===== config.mk =====
export PLATFORM = sky130hd
export DESIGN_NAME = rob_retire_unit
export DESIGN_NICKNAME = d
export VERILOG_FILES = /design/src/rtl/rename_pkg.sv /design/src/rtl/rob_entry_array.sv /design/src/rtl/rob_retire_unit.sv
export SDC_FILE = /design/constraint.sdc
export NUM_CORES = 1
export LEC_CHECK = 0
export BUFFER_PORTS_ARGS = -buffer_cell sky130_fd_sc_hd__buf_2
export CAP_MARGIN = 20
export CORE_UTILIZATION = 37
export CTS_CLUSTER_SIZE = 10
export DETAILED_ROUTE_END_ITERATION = 10
export PLACE_DENSITY = 0.59
export SLEW_MARGIN = 20
export SYNTH_ARGS = -nofsm -noshare
export SYNTH_HDL_FRONTEND = slang
export SYNTH_SLANG_ARGS = --single-unit

===== constraint.sdc =====
create_clock -name clk_i -period 6.73 [get_ports clk_i]
set_clock_uncertainty 0.15 [all_clocks]
set_input_delay 0.3365 -clock clk_i [delete_from_list [all_inputs] [get_ports clk_i]]
set_output_delay 0.3365 -clock clk_i [all_outputs]
set_load 0.03 [all_outputs]

===== src/rtl/rename_pkg.sv =====
// Shared types for the rename/retire slice: register and tag widths plus the
// reorder-buffer entry layout.
package rename_pkg;

    localparam int NUM_P_REGS = 64;
    localparam int NUM_A_REGS = 32;
    localparam int ROB_DEPTH  = 16;

    localparam int P = $clog2(NUM_P_REGS);
    localparam int A = $clog2(NUM_A_REGS);
    localparam int T = $clog2(ROB_DEPTH);

    typedef logic [P-1:0] p_reg_t;
    typedef logic [A-1:0] a_reg_t;
    typedef logic [T-1:0] rob_tag_t;

    typedef struct packed {
        logic   valid;
        logic   done;
        logic   has_dest;
        a_reg_t a_dest;
        p_reg_t p_dest;
        p_reg_t old_dest;
    } rob_entry_t;

    localparam p_reg_t PREG_ZERO = '0;

endpackage


===== src/rtl/rob_entry_array.sv =====
// Reorder-buffer entry storage: two allocate write ports, two done-set ports,
// two retire-clear ports and two read ports for head and head+1.
module rob_entry_array
    import rename_pkg::*;
(
    input  logic       clk_i,
    input  logic       rst_i,
    input  logic       we0_i,
    input  rob_tag_t   waddr0_i,
    input  rob_entry_t wdata0_i,
    input  logic       we1_i,
    input  rob_tag_t   waddr1_i,
    input  rob_entry_t wdata1_i,
    input  logic       set0_i,
    input  rob_tag_t   set_tag0_i,
    input  logic       set1_i,
    input  rob_tag_t   set_tag1_i,
    input  logic       clr0_i,
    input  rob_tag_t   clr_tag0_i,
    input  logic       clr1_i,
    input  rob_tag_t   clr_tag1_i,
    input  rob_tag_t   rd_tag0_i,
    output rob_entry_t rd0_o,
    input  rob_tag_t   rd_tag1_i,
    output rob_entry_t rd1_o
);

    rob_entry_t mem_q [ROB_DEPTH];

    assign rd0_o = mem_q[rd_tag0_i];
    assign rd1_o = mem_q[rd_tag1_i];

    // Later statements win: a slot cleared on retire is never written the same
    // cycle (stall uses the pre-edge count), and a freshly written slot must
    // start not-done, so done-set goes first and allocate last.
    always_ff @(posedge clk_i or posedge rst_i) begin
        if (rst_i) begin
            for (int i = 0; i < ROB_DEPTH; i++) begin
                mem_q[i] <= '0;
            end
        end else begin
            if (set0_i && mem_q[set_tag0_i].valid) mem_q[set_tag0_i].done <= 1'b1;
            if (set1_i && mem_q[set_tag1_i].valid) mem_q[set_tag1_i].done <= 1'b1;
            if (clr0_i) begin
                mem_q[clr_tag0_i].valid <= 1'b0;
                mem_q[clr_tag0_i].done  <= 1'b0;
            end
            if (clr1_i) begin
                mem_q[clr_tag1_i].valid <= 1'b0;
                mem_q[clr_tag1_i].done  <= 1'b0;
            end
            if (we0_i) mem_q[waddr0_i] <= wdata0_i;
            if (we1_i) mem_q[waddr1_i] <= wdata1_i;
        end
    end

endmodule


===== src/rtl/rob_retire_unit.sv =====
// Two-wide in-order reorder buffer: allocates renamed instructions, marks them
// complete by tag and retires up to two per cycle, freeing superseded registers.
module rob_retire_unit
    import rename_pkg::*;
#(
    parameter int NUM_P_REGS = rename_pkg::NUM_P_REGS,
    parameter int NUM_A_REGS = rename_pkg::NUM_A_REGS,
    parameter int ROB_DEPTH  = rename_pkg::ROB_DEPTH,
    localparam int P = $clog2(NUM_P_REGS),
    localparam int A = $clog2(NUM_A_REGS),
    localparam int T = $clog2(ROB_DEPTH)
) (
    input  logic         clk_i,
    input  logic         rst_i,
    input  logic         alloc0_i,
    input  logic         alloc1_i,
    input  logic         has_dest0_i,
    input  logic         has_dest1_i,
    input  logic [A-1:0] a_dest0_i,
    input  logic [A-1:0] a_dest1_i,
    input  logic [P-1:0] p_dest0_i,
    input  logic [P-1:0] p_dest1_i,
    input  logic [P-1:0] old_dest0_i,
    input  logic [P-1:0] old_dest1_i,
    output logic [T-1:0] rob_tag0_o,
    output logic [T-1:0] rob_tag1_o,
    output logic         rob_stall_o,
    input  logic         cmpl0_en_i,
    input  logic         cmpl1_en_i,
    input  logic [T-1:0] cmpl0_tag_i,
    input  logic [T-1:0] cmpl1_tag_i,
    output logic         en_free_reg0_o,
    output logic         en_free_reg1_o,
    output logic [P-1:0] free_reg0_o,
    output logic [P-1:0] free_reg1_o,
    output logic [1:0]   retire_cnt_o,
    output logic         rob_empty_o,
    output logic [T:0]   rob_count_o
);

    localparam logic [T:0] DEPTH_W = (T+1)'(ROB_DEPTH);

    logic [T-1:0] head_q, head_d, tail_q, tail_d, head_p1;
    logic [T:0]   count_q, count_d, free_slots;

    logic         en_free0_q, en_free0_d, en_free1_q, en_free1_d;
    logic [P-1:0] free0_q, free0_d, free1_q, free1_d;
    logic [1:0]   ret_cnt_q, ret_cnt_d;

    logic         alloc_ok, alloc_two, ret0, ret1;
    logic [1:0]   n_alloc;
    rob_entry_t   wdata0, wdata1, head_e, next_e;

    assign head_p1    = head_q + 1'b1;
    assign free_slots = DEPTH_W - count_q;

    assign rob_tag0_o  = tail_q;
    assign rob_tag1_o  = tail_q + 1'b1;
    assign rob_stall_o = free_slots < (T+1)'(2);
    assign rob_empty_o = (count_q == '0);
    assign rob_count_o = count_q;

    // Stall is all-or-nothing, so a pair is never half accepted.
    assign alloc_ok  = alloc0_i & ~rob_stall_o;
    assign alloc_two = alloc_ok & alloc1_i;
    assign n_alloc   = alloc_two ? 2'd2 : (alloc_ok ? 2'd1 : 2'd0);

    assign wdata0 = '{valid: 1'b1, done: 1'b0, has_dest: has_dest0_i,
                      a_dest: a_dest0_i, p_dest: p_dest0_i, old_dest: old_dest0_i};
    assign wdata1 = '{valid: 1'b1, done: 1'b0, has_dest: has_dest1_i,
                      a_dest: a_dest1_i, p_dest: p_dest1_i, old_dest: old_dest1_i};

    assign ret0 = head_e.valid & head_e.done;
    assign ret1 = ret0 & next_e.valid & next_e.done;

    rob_entry_array u_entries (
        .clk_i      (clk_i),
        .rst_i      (rst_i),
        .we0_i      (alloc_ok),
        .waddr0_i   (tail_q),
        .wdata0_i   (wdata0),
        .we1_i      (alloc_two),
        .waddr1_i   (rob_tag1_o),
        .wdata1_i   (wdata1),
        .set0_i     (cmpl0_en_i),
        .set_tag0_i (cmpl0_tag_i),
        .set1_i     (cmpl1_en_i),
        .set_tag1_i (cmpl1_tag_i),
        .clr0_i     (ret0),
        .clr_tag0_i (head_q),
        .clr1_i     (ret1),
        .clr_tag1_i (head_p1),
        .rd_tag0_i  (head_q),
        .rd0_o      (head_e),
        .rd_tag1_i  (head_p1),
        .rd1_o      (next_e)
    );

    always_comb begin
        ret_cnt_d  = ret1 ? 2'd2 : (ret0 ? 2'd1 : 2'd0);
        head_d     = head_q + T'(ret_cnt_d);
        tail_d     = tail_q + T'(n_alloc);
        count_d    = count_q + (T+1)'(n_alloc) - (T+1)'(ret_cnt_d);
        // Physical register zero is the hardwired mapping and never recycled.
        en_free0_d = ret0 & head_e.has_dest & (head_e.old_dest != PREG_ZERO);
        en_free1_d = ret1 & next_e.has_dest & (next_e.old_dest != PREG_ZERO);
        free0_d    = en_free0_d ? head_e.old_dest : '0;
        free1_d    = en_free1_d ? next_e.old_dest : '0;
    end

    always_ff @(posedge clk_i or posedge rst_i) begin
        if (rst_i) begin
            head_q     <= '0;
            tail_q     <= '0;
            count_q    <= '0;
            en_free0_q <= 1'b0;
            en_free1_q <= 1'b0;
            free0_q    <= '0;
            free1_q    <= '0;
            ret_cnt_q  <= '0;
        end else begin
            head_q     <= head_d;
            tail_q     <= tail_d;
            count_q    <= count_d;
            en_free0_q <= en_free0_d;
            en_free1_q <= en_free1_d;
            free0_q    <= free0_d;
            free1_q    <= free1_d;
            ret_cnt_q  <= ret_cnt_d;
        end
    end

    assign en_free_reg0_o = en_free0_q;
    assign en_free_reg1_o = en_free1_q;
    assign free_reg0_o    = free0_q;
    assign free_reg1_o    = free1_q;
    assign retire_cnt_o   = ret_cnt_q;

endmodule


==> summary by stage, run 1 <==
Status
The flow ran to the end, but the final reports show violations. The final reports fail on negative hold slack.

Synth
Yosys mapped the design onto 49 distinct sky130hd cell types. The mean area per synthesized cell is 10.23 um^2. Among all flip-flop cells after synthesis, the most frequent one is sky130_fd_sc_hd__dfrtp_1. The yosys synthesis warning count is 0.

The share of the Yosys chip area taken by registers is 0.3950. The net count after synthesis is approximately 1.1k. The share of synthesized flip-flops with an asynchronous set or reset is 1.000. Counting flops and latches in the post-synthesis netlist gives 173. The synthesized netlist occupies a cell area of ~11000 um^2.

The number of enable flip-flop cells after synthesis is 0. After technology mapping, the gate count stands at 1071.

Placed design
Detailed placement finished with a half-perimeter wire length of around 23000 um. The final RePlAce weighted congestion is 0.9090. The area after detailed placement is between 10000 and 15000 um^2.

The total of buffers placed on input and output ports is 58.

Detailed routing
After detailed routing, the number of remaining DRC violations is 0. The detail-routed net length per standard cell is 23.43 um. Before antenna repair, the detailed router went through 5 iterations. The violation count after the first detailed-routing iteration is about 910. The count of nets left with antenna violations once routing finished came out at 0. The overall via count from detail_route is 8844. Dividing the detail-routed via count by the number of cells gives about 6.0. The wire length after detailed routing is ~35000 um.

Final layout
Compared with the post-synthesis result, the final layout area differs by 10.15%. Summing all multi-input logic gate instances after layout gives between 6000 and 7000 um^2. In the layout the commonest cells are sky130_fd_sc_hd__dfrtp_1, sky130_fd_sc_hd__a21oi_1, sky130_fd_sc_hd__nor2_1.

The number of filler instances in the final layout is about 2.8k. The number of antenna diodes in the final layout is 0. The net count reported at finish is around 1.2k.

The most frequent standard cell in the layout excluding fill and tap cells is sky130_fd_sc_hd__dfrtp_1. The fraction of final layout cells with drive strength greater than 1 is 0.1872. Once layout is done, the placed cells without fillers occupy between 10000 and 15000 um^2. Registers take approximately 4300 um^2.

Timing
Based on the critical path, the design can be clocked at up to 211.8 MHz. The headroom to the max-slew limit is 0.2451. At the pin with the least slew margin, the transition time is between 1 and 1.5 ns.

The final-report hold violation count is 26. The final hold slack is -0.05346 ns. The summed negative setup slack over all endpoints is 0 ns. Setup violations remaining at the end of the flow were counted as 0. Setup repair after global routing left no endpoint under its margin.

In the finished design, the share of the clock period the worst path needs comes to 0.7015. Counting I/O delays and the setup requirement, the final critical path takes approximately 4.7 ns. The count of final max-slew check failures is 0.

Critical path
STA classifies the critical path endpoint as a flip-flop. For the worst setup path, the data required time is just under 7 ns. The largest fanout of any net on the critical path is 36.

The arrival time of the worst setup path is just under 5 ns. The startpoint-to-endpoint class of the critical path is flip-flop to flip-flop. The type of element launching the critical path is a flip-flop.

Floorplanning
The effective utilization at floorplan is 0.3788. The number of ports placed on the die boundary is 81. The width of the die is between 150 and 200 um. The core area is 28940 um^2. The die height is about 170 um. The floorplan has 62 rows. The full die area is 30310 um^2.

CTS
The post-CTS setup buffer count is 0. The tree built by TritonCTS fans out to around 170 sinks. The number of cells upsized or downsized after cts is 0. The library cell used as clock root buffer is sky130_fd_sc_hd__clkbuf_16. CTS built an H-tree with a depth of 4. TritonCTS built the clock tree. The hold buffer count at CTS is 0. At the later pin of the worst-skew pair, clock insertion delay measures about 0.43 ns. The worst-case clock buffer depth is 2.

The clock transition at the registers of the reported paths is 0.07 ns. The total CTS buffers is 17.

Power and ir drop
The power per unit of standard cell area is roughly 560 nW/um^2. Of the total power, registers draw 0.300. In this run the static leakage power is roughly 5.6 nW. For this design the total switching power over the nets is around 2.9 mW. Power comes to between 6 and 7 mW. The share of total power dissipated in the clock network is 0.146. The fraction of power consumed by combinational cells is 0.554. The maximum vdd drop is around 0.38 mV. The internal portion of the total power is around 3.8 mW.

Of the total power, the share spent switching nets is 0.4335.

Global routing
For this run, the total global-route usage over all layers was measured as 0.2313. The initial antenna violation count is 0. The overall overflow remaining after global route is 0. The first global-routing pass estimated approximately 52000 um of wire. The via count of the first global-routing pass is roughly 8.4k. The maximum number of pins on one net before global-route repair is ~100.

Worst hold path
The worst hold path belongs to the class input pin to asynchronous set/reset pin.

Job
The max capacitance violation total is 0.
sequential cells by signal, indices dropped and copies added (netlist names):
name and count:
u_entries.mem_q 144, free_reg0_o 6, free_reg1_o 6, rob_count_o 5
head_q 4, rob_tag0_o 4, retire_cnt_o 2, en_free_reg0_o 1
en_free_reg1_o 1
per-layer routing:
metal	share of wire	GRT usage	vias to the layer above	wire (um)
li1	-	-	3964	-
met1	0.43	0.3199	4426	14880
met2	0.45	0.3470	395	15660
met3	0.085	0.05862	59	2920
met4	0.031	0.09028	0	1085
met5	0	0	-	0
cells by family (layout without fill, tap and decap cells):
logic type	count (synthesis)	after routing	synth area share
AND/OR/NAND/NOR	363	363	0.1537
XOR/XNOR	15	15	0.01370
buffers and inverters	109	128	0.04350
flip-flops	173	173	0.3950
multiplexers	160	160	0.2419
AO/OA/AOI/OAI	225	225	0.1198
adder cells (fa/ha/maj)	26	26	0.03242
area by class of cell:
| type | count | area share |
|---|---|---|
| Multi-Input combinational cell | 789 | 0.5101 |
| Sequential cell | 173 | 0.3589 |
| Tap cell | 384 | 0.03980 |
| Clock buffer | 20 | 0.03783 |
| Timing Repair Buffer | 72 | 0.03524 |
| Clock inverter | 10 | 0.009639 |
| Inverter | 26 | 0.008499 |
worst paths after layout:
check | from | slack [ns] | to | depth (start not counted)
worst min register to register | u_entries.mem_q[164] | 0.38 | u_entries.mem_q[164] | 2
min in group clk_i | old_dest1_i[5] | 0.18 | u_entries.mem_q[125] | 3
worst max register to register | head_q[1] | 2.01 | rob_count_o[4] | 16
max in group asynchronous | rst_i | 4.99 | u_entries.mem_q[205] | 3
worst max-delay path | head_q[1] | 2.01 | rob_count_o[4] | 16
worst min-delay path | rst_i | -0.05 | u_entries.mem_q[300] | 2
power groups by stage:
stage / Combinational, mW / Sequential (mW) / Clock, mW
after CTS: 3.69 / 2.00 / 0.998
after global routing: 3.99 / 2.09 / 1.04
after global placement: 3.60 / 2.00 / 0
final: 3.71 / 2.01 / 0.982
after floorplan: 2.79 / 1.93 / 0
after detailed placement: 3.68 / 2.02 / 0
metrics by stage:
stage | instances | utilization | worst slack (ns) | hold slack [ns]
after floorplan | 1071 | - | 1.555 | 0.3536
after global placement | 1440 | 0.3953 | 2.089 | 0.3687
after detailed placement | 1442 | 0.3964 | 2.008 | 0.3754
after CTS | 1472 | 0.4162 | 1.985 | 0.01421
after global routing | 1474 | 0.4172 | 1.803 | 0.03411
final | 1474 | 0.4172 | 2.009 | -0.05346
worst max-delay path, cell delays in order, from the launching register on:
cell and delay (ns):
sky130_fd_sc_hd__dfrtp_1 0.32, sky130_fd_sc_hd__buf_4 0.50, sky130_fd_sc_hd__inv_2 0.22, sky130_fd_sc_hd__ha_1 0.42, sky130_fd_sc_hd__buf_4 0.51, sky130_fd_sc_hd__mux4_2 0.39
sky130_fd_sc_hd__a32oi_1 0.24, sky130_fd_sc_hd__o21a_1 0.19, sky130_fd_sc_hd__buf_4 0.28, sky130_fd_sc_hd__nor2_2 0.09, sky130_fd_sc_hd__xor2_1 0.21, sky130_fd_sc_hd__ha_1 0.21
sky130_fd_sc_hd__fa_1 0.42, sky130_fd_sc_hd__a21oi_1 0.16, sky130_fd_sc_hd__nor2_1 0.05, sky130_fd_sc_hd__nor2_1 0.11, sky130_fd_sc_hd__xnor2_1 0.13
cells in the mapped netlist, types with 7 or more instances:
| cell type | number | share of area |
|---|---|---|
| sky130_fd_sc_hd__nor2_1 | 138 | 0.047 |
| sky130_fd_sc_hd__o2111ai_1 | 12 | 0.0096 |
| sky130_fd_sc_hd__a21oi_1 | 154 | 0.070 |
| sky130_fd_sc_hd__mux4_2 | 80 | 0.16 |
| sky130_fd_sc_hd__a31o_1 | 12 | 0.0096 |
| sky130_fd_sc_hd__nand4_1 | 18 | 0.010 |
| sky130_fd_sc_hd__nand2_1 | 101 | 0.035 |
| sky130_fd_sc_hd__inv_1 | 23 | 0.0079 |
| sky130_fd_sc_hd__dfrtp_1 | 173 | 0.40 |
| sky130_fd_sc_hd__clkbuf_1 | 42 | 0.014 |
| sky130_fd_sc_hd__xnor2_1 | 9 | 0.0072 |
| sky130_fd_sc_hd__nand3_1 | 33 | 0.015 |
| sky130_fd_sc_hd__nand3_2 | 11 | 0.010 |
| sky130_fd_sc_hd__buf_2 | 24 | 0.011 |
| sky130_fd_sc_hd__mux2i_1 | 77 | 0.070 |
| sky130_fd_sc_hd__and3_1 | 24 | 0.014 |
| sky130_fd_sc_hd__ha_1 | 22 | 0.025 |
| sky130_fd_sc_hd__buf_1 | 10 | 0.0034 |
| sky130_fd_sc_hd__nor2b_1 | 7 | 0.0040 |
| sky130_fd_sc_hd__a31oi_1 | 11 | 0.0063 |
| sky130_fd_sc_hd__o22ai_1 | 14 | 0.0080 |
| sky130_fd_sc_hd__nor3_1 | 7 | 0.0032 |
Power figures use the tool's default switching activity.
==> run 2, diff against run 1 <==
Settings changed: ABC_AREA set to 1, PLACE_DENSITY 0.59 to 0.61.
Clock period 6.73 ns to 4.2 ns, I/O delays scaled along.
==> run 2 against run 1 <==
- the run now ends clean
- non-clock buffer count rose by 17
- first-iteration DRC count rose by 48%
- via count up 42%
- sequential power is 55% higher
- clock power up 69%
- final cell count is 57% higher
- largest cell class unchanged
- largest power group unchanged
==> summary by stage, run 2 <==
Global routing
The global routing usage on met2 is 0.4341 (+0.08707). The total global-route track usage is 0.2697 (+0.03846). The first-pass GRT wire length is 68790 um (+31%). The via count of the first global-routing pass is 11.58k (+38%). The global routing usage on met1 is 0.3713 (+0.05132). The maximum number of pins on one net before global-route repair is 156 (+51%).

The most utilized layer in the global route result is met2. The global routing met3 resource utilization came to 0.03376 (-0.02486). The initial antenna violation count came to 0 (unchanged).

The overall overflow remaining after global route is 0 (unchanged).

CTS
The post-CTS setup buffer count is 0 (unchanged). The library cell used as clock root buffer is sky130_fd_sc_hd__clkbuf_16. The hold buffer count at CTS was 1 (+1).

The clock transition at the registers of the reported paths was 0.07 ns (about the same). TritonCTS built the clock tree. The total CTS buffers came to 17 (unchanged). The number of H-tree levels was 4 (unchanged). The number of cells upsized or downsized after cts is 0 (unchanged). The worst-case clock buffer depth is 2 (unchanged).

The clock latency on the worst-skew pair is 0.45 ns (+0.02 ns). The number of clock sinks seen by CTS is 173 (unchanged).

Synth
The yosys synthesis warning count is 0 (unchanged). The net count after synthesis came to 1928 (+68%). sky130_fd_sc_hd__nand2_1 is the most common cell in the netlist. The proportion of netlist area held by the largest area contributor came to 0.3567 (-0.03832). The count of different cell masters after synthesis is 37 (-24%). The synthesized instance count came to 1852 (+73%). In the synthesized netlist the dominant register cell turns out to be sky130_fd_sc_hd__dfrtp_1. After synthesis, the most frequently instantiated cells are sky130_fd_sc_hd__nand2_1, sky130_fd_sc_hd__nor2_1, sky130_fd_sc_hd__inv_1. Summed over all instances, the cell type with the most area after synthesis is sky130_fd_sc_hd__dfrtp_1.

The sequential-to-total area share from yosys stat came to 0.3567 (-0.03832). The number of enable flip-flop cells after synthesis is 0 (unchanged). The mean area per synthesized cell was 6.553 um^2 (-36%). Sorting the synthesized cells by area gives the leading types as sky130_fd_sc_hd__dfrtp_1, sky130_fd_sc_hd__nand2_1, sky130_fd_sc_hd__nor2_1.

The number of flip-flops and latches in the synthesized netlist came to 173 (unchanged). The area of the mapped netlist is 12140 um^2 (+11%). The share of synthesized flip-flops with an asynchronous set or reset is 1.000 (unchanged).

Timing
The final-report setup violation count is 0 (unchanged). Setup repair after global routing left no endpoint under its margin. The summed negative setup slack over all endpoints is 0 ns (unchanged). The post-route clock period utilization is 0.8856 (+0.1840). The pin slew with the least headroom to its limit was 1.089 ns (-0.03978 ns). The clock period minus worst slack is 3.719 ns (-1.002 ns). The final-report hold violation count is 0 (-100%).

The count of final max-slew check failures is 0 (unchanged). The headroom to the max-slew limit was 0.2739 (+0.02877). The top achievable clock speed is 268.9 MHz (+27%).

Floorplanning
The die height is 183.1 um (+5.2%). The full die area is 33530 um^2 (+11%). The effective utilization at floorplan is 0.3807 (+0.001940). The width of the die is 183.1 um (+5.2%). The number of ports placed on the die boundary is 81 (unchanged). The core area is 31880 um^2 (+10%). The number of placement rows is 65 (+4.8%).

Detailed routing
The iteration count of the initial detailed-routing pass came to 8 (+3). The detail-routed net length per standard cell is 19.22 um (-18%). The wire length after detailed routing is 44340 um (+28%).

The residual antenna-violating net count after detailed routing is 0 (unchanged). The violation count after the first detailed-routing iteration is 1351 (+48%). The via density per instance was 5.456 (-9.1%).

The DRC violations left is 0 (unchanged). The overall via count from detail_route is 12.59k (+42%).

Power and ir drop
The power per unit of standard cell area is 907.9 nW/um^2 (+63%). The maximum vdd drop was 0.4678 mV (+22%). The static leakage power is 6.585 nW (+18%).

Final layout
The largest register by flop count is u_entries.mem_q. The antenna diode instance count was 0 (unchanged). The net count reported at finish was 1936 (+68%).

The synthesis-to-layout area growth is 9.165%. The fraction of final layout cells with drive strength greater than 1 came to 0.07959 (-0.1076). The flip-flop count of the largest register, all copies and words added is 144 (unchanged). Leaving out fill and tap cells, the most frequent cells in the layout are sky130_fd_sc_hd__nand2_1, sky130_fd_sc_hd__nor2_1, sky130_fd_sc_hd__inv_1. The final cell area excluding filler cells is 13250 um^2 (+9.8%). The most frequent standard cell in the layout excluding fill and tap cells is sky130_fd_sc_hd__nand2_1.

Critical path
The cell repeated most along the worst path is sky130_fd_sc_hd__nand2_1. The largest fanout of any net on the critical path came to 22 (-39%). The setup path with the least slack is of type flip-flop to flip-flop. The type of element launching the critical path is a flip-flop. The required time of the critical path is 4.42 ns (-2.51 ns). The arrival time of the worst setup path is 3.94 ns (-0.98 ns). The slowest cell on the critical path is sky130_fd_sc_hd__fa_1. The element type at the critical path end is a flip-flop. The largest incremental delay on the critical path came to 0.52 ns (about the same).

The signal on the critical path passes through inv_6 > ha_2 > clkinv_2 > nand3_1 > nand2_1 > nand2_1 > nand2_1 > nand2_1 > nand3_1 > inv_1 > nor2_1 > nand2_1 > inv_1 > fa_1 > inv_1 > fa_1 > a21oi_1 > nor2_1 > nor2_1 > xor2_1.

Worst hold path
The worst hold path belongs to the class input pin to flip-flop.

Placed design
The final RePlAce weighted congestion came to 0.9747 (+7.2%). The area after detailed placement is 12650 um^2 (+10%). The HPWL after detailed placement is 31200 um (+38%). The total of buffers placed on input and output ports was 58 (unchanged).

Status
The run finished with clean final reports.

Job
The max capacitance violation total is 0 (unchanged).
==> run 2: worst paths after layout <==
| path | startpoint | endpoint | slack (ns) | cells after the start |
|---|---|---|---|---|
| max in group asynchronous | rst_i | u_entries.mem_q[59] | 2.38 | 4 |
| max reg2reg | head_q[0] | rob_count_o[4] | 0.48 | 20 |
| min in group asynchronous | rst_i | u_entries.mem_q[318] | 0.17 | 3 |
| min reg2reg | u_entries.mem_q[237] | u_entries.mem_q[237] | 0.40 | 2 |
| max | head_q[0] | rob_count_o[4] | 0.48 | 20 |
| min | old_dest1_i[1] | u_entries.mem_q[241] | 0.05 | 3 |
==> run 2: where the power goes <==
group / internal, mW / switching (mW) / leakage (nW)
clock: 0.947 / 0.711 / 0.278
sequential: 2.48 / 0.646 / 2.11
combinational: 2.20 / 5.05 / 4.20
==> run 2: area by class of cell <==
type                       instances  area [um^2]
multi-input combinational       1359         6406
clock inverter                    11        143.9
sequential                       173         4334
clock buffer                      20        446.7
fill                            3440        18630
inverter                         220        835.8
timing repair buffer              89        538.0
tap                              435        544.3
==> run 2: per-stage QoR <==
step	hold WS [ns]	worst slack (ns)	total power [mW]	instances	util
global placement	0.1098	0.5059	10.14	2275	0.3967
CTS	0.02890	0.4569	11.93	2307	0.4156
detailed placement	0.1135	0.4835	10.26	2275	0.3967
global route	0.04702	0.1746	13.03	2307	0.4156
floorplan	0.2183	0.05541	8.156	1852	-
finish	0.05294	0.4807	12.03	2307	0.4156
==> run 2: metal layers <==
layer	vias to the layer above	routed length [um]
li1	6009	-
met1	5955	19170
met4	0	1316
met5	-	0
met2	547	20610
met3	76	3241
==> run 2: critical path: cells and delay by family (launching register included) <==
family | cells | cell delay [ns]
simple gates | 10 | 0.71
fa+ha+maj | 3 | 1.32
compound gates | 1 | 0.14
buf+inv | 5 | 0.63
flops | 1 | 0.51
xor+xnor | 1 | 0.15
==> run 2: logic make-up after synthesis <==
logic type                 count (synthesis)  share of synthesized area
AOI/OAI and AO/OA                        434                     0.1935
DFF                                      173                     0.3567
adders and majority gates                 26                    0.02928
and+or+nand+nor                          887                     0.2949
xor gates and xnor gates                  12                   0.009897
buffers and inverters                    320                     0.1157
